--- src/rtl/hu_stall_ctrl.sv ---
// rtl/hu_stall_ctrl.sv - pipeline hazard sequencer: stall/flush controls, MDU launch, memory timeout
//
// Purpose:
//   This block covers the hazards that forwarding cannot resolve:
//   load-use, multi-cycle MDU operations, data-memory wait states and
//   taken-branch flushes. It drives the F/D/E/M/W pipeline-register
//   holds and clears.
//
// Timing:
//   Stall, flush and mdu_go outputs are combinational from the current
//   state and the inputs. The pipeline registers act on the same edge.
//   While rst_n is low, all of these outputs are forced to 0.
//
// Parameters:
//   MEM_TIMEOUT      MEM_WAIT cycles before mem_timeout_err sets (1..65535)
//
// Ports:
//   clk, rst_n       clock (rising edge), asynchronous active-low reset
//   Rs1_D, Rs2_D     D-stage source registers
//   rs1_used_D, rs2_used_D
//                    D-stage instruction reads Rs1/Rs2
//   Rd_E             E-stage destination register
//   RegWrite_E, MemRead_E
//                    E-stage writes a register / is a load
//   branch_taken_E   E-stage branch/jump resolved taken
//   mdu_start_E      E-stage holds an MDU op (level)
//   mdu_done         MDU result valid (single-cycle pulse)
//   dmem_req_M, dmem_ready
//                    M-stage memory request / memory ready
//   Stall_F..Stall_M hold the stage register
//   Flush_D..Flush_W load a bubble into the stage register
//   mdu_go           one-cycle MDU launch pulse
//   mem_timeout_err  sticky memory timeout flag
//
// Optional feature (macro HU_PERF_CNT_EN):
//   Adds 32-bit wrapping counters perf_stall_cnt, perf_flush_cnt and perf_lu_cnt.

module hu_stall_ctrl #(
  parameter int unsigned MEM_TIMEOUT = 255
) (
  input  logic        clk,
  input  logic        rst_n,
  input  logic [4:0]  Rs1_D,
  input  logic [4:0]  Rs2_D,
  input  logic        rs1_used_D,
  input  logic        rs2_used_D,
  input  logic [4:0]  Rd_E,
  input  logic        RegWrite_E,
  input  logic        MemRead_E,
  input  logic        branch_taken_E,
  input  logic        mdu_start_E,
  input  logic        mdu_done,
  input  logic        dmem_req_M,
  input  logic        dmem_ready,
  output logic        Stall_F,
  output logic        Stall_D,
  output logic        Stall_E,
  output logic        Stall_M,
  output logic        Flush_D,
  output logic        Flush_E,
  output logic        Flush_M,
  output logic        Flush_W,
  output logic        mdu_go,
  output logic        mem_timeout_err
`ifdef HU_PERF_CNT_EN
  ,
  output logic [31:0] perf_stall_cnt,
  output logic [31:0] perf_flush_cnt,
  output logic [31:0] perf_lu_cnt
`endif
);

  typedef enum logic [1:0] {
    RUN      = 2'd0,
    MDU_WAIT = 2'd1,
    MEM_WAIT = 2'd2
  } state_e;

  localparam logic [15:0] TMO_LAST = 16'(MEM_TIMEOUT - 1);

  state_e      state_q, state_d;
  logic        done_q, done_d;    // mdu_done seen while memory held the pipe
  logic        pend_q, pend_d;    // MDU op launched, result not yet returned
  logic [15:0] cnt_q, cnt_d;
  logic        err_q, err_d;

  logic mem_hold;
  logic mdu_hold;
  logic lu;
  logic mdu_go_c;

  always_comb begin : hazard_detect
    mem_hold = dmem_req_M & ~dmem_ready;
    // Once the result is in hand (live or latched), the E stage may advance.
    mdu_hold = ((state_q == RUN) & mdu_start_E & ~mdu_done) |
               ((state_q == MDU_WAIT) & ~done_q & ~mdu_done);
    lu = MemRead_E & RegWrite_E & (Rd_E != 5'd0) &
         ((rs1_used_D & (Rd_E == Rs1_D)) | (rs2_used_D & (Rd_E == Rs2_D)));
    // Launch only from RUN; later cycles of a held op are in MDU_WAIT.
    mdu_go_c = (state_q == RUN) & mdu_start_E & ~mem_hold;
  end

  always_comb begin : hazard_outputs
    Stall_F = 1'b0;
    Stall_D = 1'b0;
    Stall_E = 1'b0;
    Stall_M = 1'b0;
    Flush_D = 1'b0;
    Flush_E = 1'b0;
    Flush_M = 1'b0;
    Flush_W = 1'b0;
    mdu_go  = 1'b0;
    if (rst_n) begin
      mdu_go = mdu_go_c;
      if (mem_hold) begin
        // Whole pipe frozen. A taken branch waits in E and flushes later.
        Stall_F = 1'b1;
        Stall_D = 1'b1;
        Stall_E = 1'b1;
        Stall_M = 1'b1;
        Flush_W = 1'b1;
      end else if (mdu_hold) begin
        Stall_F = 1'b1;
        Stall_D = 1'b1;
        Stall_E = 1'b1;
        Flush_M = 1'b1;
      end else if (branch_taken_E) begin
        // The D instruction is wrong-path, so a load-use on it is moot.
        Flush_D = 1'b1;
        Flush_E = 1'b1;
      end else if (lu) begin
        Stall_F = 1'b1;
        Stall_D = 1'b1;
        Flush_E = 1'b1;
      end
    end
  end

  always_comb begin : next_state
    state_d = state_q;
    pend_d  = (pend_q | mdu_go_c) & ~mdu_done;
    cnt_d   = 16'd0;
    err_d   = err_q;
    case (state_q)
      RUN: begin
        if (mem_hold) begin
          state_d = MEM_WAIT;
        end else if (mdu_go_c & ~mdu_done) begin
          state_d = MDU_WAIT;
        end
      end
      MDU_WAIT: begin
        if ((mdu_done | done_q) & ~mem_hold) begin
          state_d = RUN;
        end
      end
      MEM_WAIT: begin
        if (~mem_hold) begin
          state_d = (pend_q & ~mdu_done & ~done_q) ? MDU_WAIT : RUN;
        end
      end
      default: state_d = RUN;
    endcase

    if (state_d == RUN) begin
      done_d = 1'b0;
    end else begin
      done_d = done_q | (mdu_done & mem_hold);
    end

    if ((state_q == MEM_WAIT) && (state_d == MEM_WAIT)) begin
      cnt_d = cnt_q + 16'd1;
    end
    // The flag only reports the timeout. Stalling continues until memory answers.
    if ((state_q == MEM_WAIT) && mem_hold && (cnt_q == TMO_LAST)) begin
      err_d = 1'b1;
    end
  end

  always_ff @(posedge clk or negedge rst_n) begin : state_regs
    if (!rst_n) begin
      state_q <= RUN;
      done_q  <= 1'b0;
      pend_q  <= 1'b0;
      cnt_q   <= 16'd0;
      err_q   <= 1'b0;
    end else begin
      state_q <= state_d;
      done_q  <= done_d;
      pend_q  <= pend_d;
      cnt_q   <= cnt_d;
      err_q   <= err_d;
    end
  end

  assign mem_timeout_err = err_q;

`ifdef HU_PERF_CNT_EN
  logic [31:0] perf_stall_q, perf_stall_d;
  logic [31:0] perf_flush_q, perf_flush_d;
  logic [31:0] perf_lu_q, perf_lu_d;
  logic        lu_bubble;

  // A load-use bubble is counted only when no higher-priority hazard masks it.
  assign lu_bubble = rst_n & ~mem_hold & ~mdu_hold & ~branch_taken_E & lu;

  always_comb begin : perf_next
    perf_stall_d = perf_stall_q + {31'd0, Stall_F};
    perf_flush_d = perf_flush_q + {31'd0, Flush_D};
    perf_lu_d    = perf_lu_q + {31'd0, lu_bubble};
  end

  always_ff @(posedge clk or negedge rst_n) begin : perf_regs
    if (!rst_n) begin
      perf_stall_q <= 32'd0;
      perf_flush_q <= 32'd0;
      perf_lu_q    <= 32'd0;
    end else begin
      perf_stall_q <= perf_stall_d;
      perf_flush_q <= perf_flush_d;
      perf_lu_q    <= perf_lu_d;
    end
  end

  assign perf_stall_cnt = perf_stall_q;
  assign perf_flush_cnt = perf_flush_q;
  assign perf_lu_cnt    = perf_lu_q;
`endif

endmodule
--- config.mk ---
export PLATFORM = sky130hd
export DESIGN_NAME = hu_stall_ctrl
export DESIGN_NICKNAME = d
export VERILOG_FILES = /design/src/rtl/hu_stall_ctrl.sv
export SDC_FILE = /design/constraint.sdc
export NUM_CORES = 1
export LEC_CHECK = 0
export CAP_MARGIN = 15
export CORE_AREA = 2 2 60 62
export DETAILED_ROUTE_END_ITERATION = 12
export DIE_AREA = 0 0 62 64
export DONT_BUFFER_PORTS = 1
export SETUP_SLACK_MARGIN = 0.5
export SLEW_MARGIN = 10
export SYNTH_ARGS = -nofsm -noshare
export SYNTH_HDL_FRONTEND = slang
export SYNTH_SLANG_ARGS = --single-unit
--- constraint.sdc ---
create_clock -name clk -period 3.4 [get_ports clk]
set_clock_uncertainty 0.1 [all_clocks]
set_input_delay 0.68 -clock clk [delete_from_list [all_inputs] [get_ports clk]]
set_output_delay 0.68 -clock clk [all_outputs]
set_load 0.01 [all_outputs]
==> impl.org <==
** Global routing
- The via count of the first global-routing pass came to 992.
- Aggregate global-route resource usage :: between 10% and 20%
- Global routing consumed, on the met2 layer, a little under a quarter of the routing resources.
- Total overflow reported by the global router :: 0
- First-pass GRT wire length :: 4170 um
- Entering global routing, the biggest net connects 22 pins.
- Global routing consumed, on the met1 layer, between 10% and 20% of the routing resources.
- Most congested layer reported by global routing :: met2
- Number of antenna violations at the first check in global routing :: 0
- Met3 demand-to-capacity share in global routing :: 2.43%

** Pwr
- Internal :: 0.321 mW
- In this run switching power makes up between 20% and 30% of total power.
- Sequential cell fraction of total power :: 60.6%
- Combinational logic is responsible for 11.3% of the overall power.
- Summed over all cells, the static leakage comes to 0.533 nW.
- Dividing total power by cell area gives a power density of 328 nW/um2.
- Largest voltage drop on the vdd net :: roughly 0.14 mV
- Of the total power, the clock network draws approximately 28%.
- For this design the total switching power over the nets is 0.111 mW.

** Clock network
- Clock-pin slew was measured on the worst setup and hold paths at 0.11 ns.
- Worst-case clock buffer depth :: 2
- In this run the number of H-tree levels came out at 1.
- CTS tree :: built
- Setup Fix Bufs, Post-CTS :: 0
- In this run the clock root is driven by a clkbuf_4.
- For this design, the sink count on the clock tree is 21.
- The later pin in the worst-skew pair is clocked with a latency of 0.31 ns.
- Number of instances resized during post-cts repair :: 0
- Hold_buf cts :: 1
- The number of clock buffers added by TritonCTS is 3.

** Synthesis
- After synthesis, the share of flip-flops with an asynchronous set or reset is 100%.
- Simple-Gate Fraction of Synth Area :: around 29%
- Syn Std Cell Area :: 1260 um2
- In the synthesized netlist the dominant register cell turns out to be dfrtp_1.
- Counting flops and latches in the post-synthesis netlist gives 21.
- Share of cell area taken by muxes after synthesis :: 0%
- The synthesized netlist devotes under 10% of its cell area to compound gates.
- Post-synthesis share of cell area spent on full adders, half adders and majority gates :: 1.98%
- The netlist uses 37 different library cells.
- After synthesis, the mean cell area works out to 9.28 um2.
- Main combinational cell family by area after synthesis :: simple AND/OR/NAND/NOR gates
- Number of warnings reported in the yosys synthesis log :: 0
- Of the total synthesized cell area, the portion taken by XOR and XNOR cells is ~15%.
- Counting flops with a built-in enable in the synthesized netlist gives 0.
- Counting every net in the synthesized netlist gives 164.
- Synthesis produced 136 cells.
- Summing the sequential cell areas from Yosys gives 41.6% of the chip area.

** Floorplan
- From left edge to right edge, the die measures 62 um.
- Effective utilization at floorplan :: 38.4%
- Die outline area :: 3970 um2
- I/O pin count :: 36
- Die outline height :: 64 um
- Core footprint :: 3280 um2
- Row generation in the floorplan step produced 21 rows.

** Critical path
- Critical path start-end classification :: reg -> out
- STA classifies the critical path endpoint as a primary output.
- Walking the worst path, the cells encountered are nor2b_1, o21ai_1, nand3_1, o31ai_1.
- In this run the worst path has a maximum fanout of 10.
- Data arrives at the worst endpoint at 1.78 ns.
- Data required time of the critical path :: ~2.6 ns
- Critical path launch point type :: flip-flop
- Register-to-register path setup slack :: 1.67 ns
- Counting cells, the worst reg-to-reg path comes to 3.
- Beginning of the worst register-to-register path :: state_q[0]$_DFF_PN0_
- The worst register-to-register path ends at mem_timeout_err$_DFFE_PN0P_.
- The largest individual stage delay along the critical path comes from the cell dfrtp_1.
- In this design, the stage delay of the slowest critical-path cell is slightly below 0.5 ns.

** Layout
- Net count of the finished layout :: 164
- The library cells used most frequently in the layout, excluding fill and tap cells, are 21 x nor2_1, 21 x dfrtp_1, 19 x xor2_1.
- The finished cells cover 1320 um2.
- The number of antenna diodes in the final layout is 0.
- In the final layout, the share of cells above drive strength 1 is 5.19%.
- The finished layout holds 181 standard cells, fillers aside.
- The area growth from synthesis to layout is 4.56%.

** Placement
- In this run the tool buffered the top-level ports with 0 buffer cells.
- Once placement completed, the tool counted placed cells totaling roughly 180.
- The wire-length estimate of the detail-placed layout is 1820 um.
- The congestion estimate from routability-driven global placement came to 0.731.
- In this run the cell area measured after placement is between 1000 and 1500 um2.

** STA
- Max frequency :: about 400 MHz
- Hold violation count in the final report :: 0
- Slew at the pin with the worst max-slew slack :: between 0.9 and 1 ns
- Unrepaired setup endpoints after global routing :: no
- Final period utilization :: 75.4%
- Final total negative setup slack :: 0 ns
- Final setup violation count :: 0
- Number of pins exceeding their max-slew limit in the final report :: 0
- Measured against its own limit, the worst slew margin works out to 33.8%.
- For the finished layout, the period the worst path requires is around 2.6 ns.

** Routing
- The detail route stage leaves a number of antenna-violating nets equal to 0.
- Detailed Route Iter0 Violations :: 37
- After detailed routing, the number of vias per cell comes to between 5 and 6.
- Detailed-routing iteration count for the pre-antenna-repair pass :: 4
- In the final routed layout, each cell accounts on average for 14.0 um.
- The routed layout has 996 vias.
- Detailed Route WL :: approximately 2500 um
- In the routed design, unresolved DRC markers number 0.

** Worst hold path
- The path class of the tightest hold or removal check is in -> reg.
- Depth of the worst hold-timing path :: 1
- Destination of the worst hold path :: pend_q$_DFF_PN0_
- In this run the most critical hold path is launched from mdu_done.

** Run
- Across the run, the number of max-cap violations was 0.

** Run status
- The flow ran to the end, and the final reports show no timing, DRC or antenna violations.
-- Yosys cell counts (2+ instances only) --
library cell / n / area share, %
dfrtp_1: 21 / 42
nor2_1: 21 / 6.2
xor2_1: 19 / 13
nand4_1: 7 / 3.5
nand2_1: 6 / 1.8
a21oi_1: 5 / 2.0
nand3_1: 5 / 2.0
inv_1: 4 / 1.2
nor4_1: 4 / 2.0
nor2b_1: 3 / 1.5
o21ai_1: 3 / 1.2
xnor2_1: 3 / 2.1
and2_1: 2 / 0.99
and4_1: 2 / 1.4
buf_2: 2 / 0.79
buf_4: 2 / 1.2
clkbuf_1: 2 / 0.59
ha_1: 2 / 2.0
nand2b_1: 2 / 0.99
nand3b_1: 2 / 1.2
o21ai_0: 2 / 0.79
or3_1: 2 / 0.99
-- state kept, by name, indices dropped and copies added, names as in the netlist --
name             flops
cnt_q               16
done_q               1
mem_timeout_err      1
pend_q               1
state_q              2
-- power groups by stage --
stage | sequential, mW | clock (mW) | combinational [mW]
after floorplan | 0.262 | 0 | 0.0427
after global placement | 0.266 | 0 | 0.0416
after detailed placement | 0.267 | 0 | 0.0432
after global routing | 0.264 | 0.142 | 0.0556
after CTS | 0.262 | 0.126 | 0.0495
final | 0.262 | 0.121 | 0.0488
-- cell families after synthesis --
family	count (synthesis)
AOI/OAI and AO/OA	16
adders and majority gates	2
xor gates and xnor gates	22
and+or+nand+nor	64
DFF	21
buffers and inverters	11
-- worst max path at each step --
stage                              start      end  slack (ns)  cells after the start
finish              state_q[0]$_DFF_PN0_  Flush_E        0.84                      4
CTS                 state_q[0]$_DFF_PN0_  Flush_E        0.83                      4
detailed placement               Rd_E[4]  Stall_D        0.85                      5
global placement                 Rd_E[4]  Stall_D        0.90                      5
global route        state_q[0]$_DFF_PN0_  Flush_E        0.69                      4
floorplan                        Rd_E[4]  Stall_F        0.71                      5
-- critical path, delay by kind of cell (launching register included) --
kind	cells	cell delay (ns)
AOI/OAI and AO/OA	2	0.69
DFF	1	0.49
and+or+nand+nor	2	0.30
-- metrics by stage --
stage	hold slack [ns]	setup WS [ns]	utilization (%)	total power, mW
2_1_floorplan	0.284	0.713	-	0.305
3_3_place_gp	0.285	0.903	39.1	0.308
3_5_place_dp	0.285	0.855	39.1	0.310
4_1_cts	0.323	0.826	40.2	0.438
5_1_grt	0.302	0.688	40.2	0.461
6_report	0.327	0.837	40.2	0.432
-- cell type report --
class                   instances  area [um2]
multi-input cells             104         678
fillers                       325        1960
well taps                      46        57.6
inverters                       4        15.0
flip-flops and latches         21         526
clock buffers                   4        26.3
repair buffers                  2        17.5
-- metal layers --
layer,vias up,part of all wire [%]
met5,-,0
met4,0,1.6
met3,5,6.4
met2,36,46
met1,483,46
li1,472,-
Note: power is estimated with default switching activity, not from simulation.
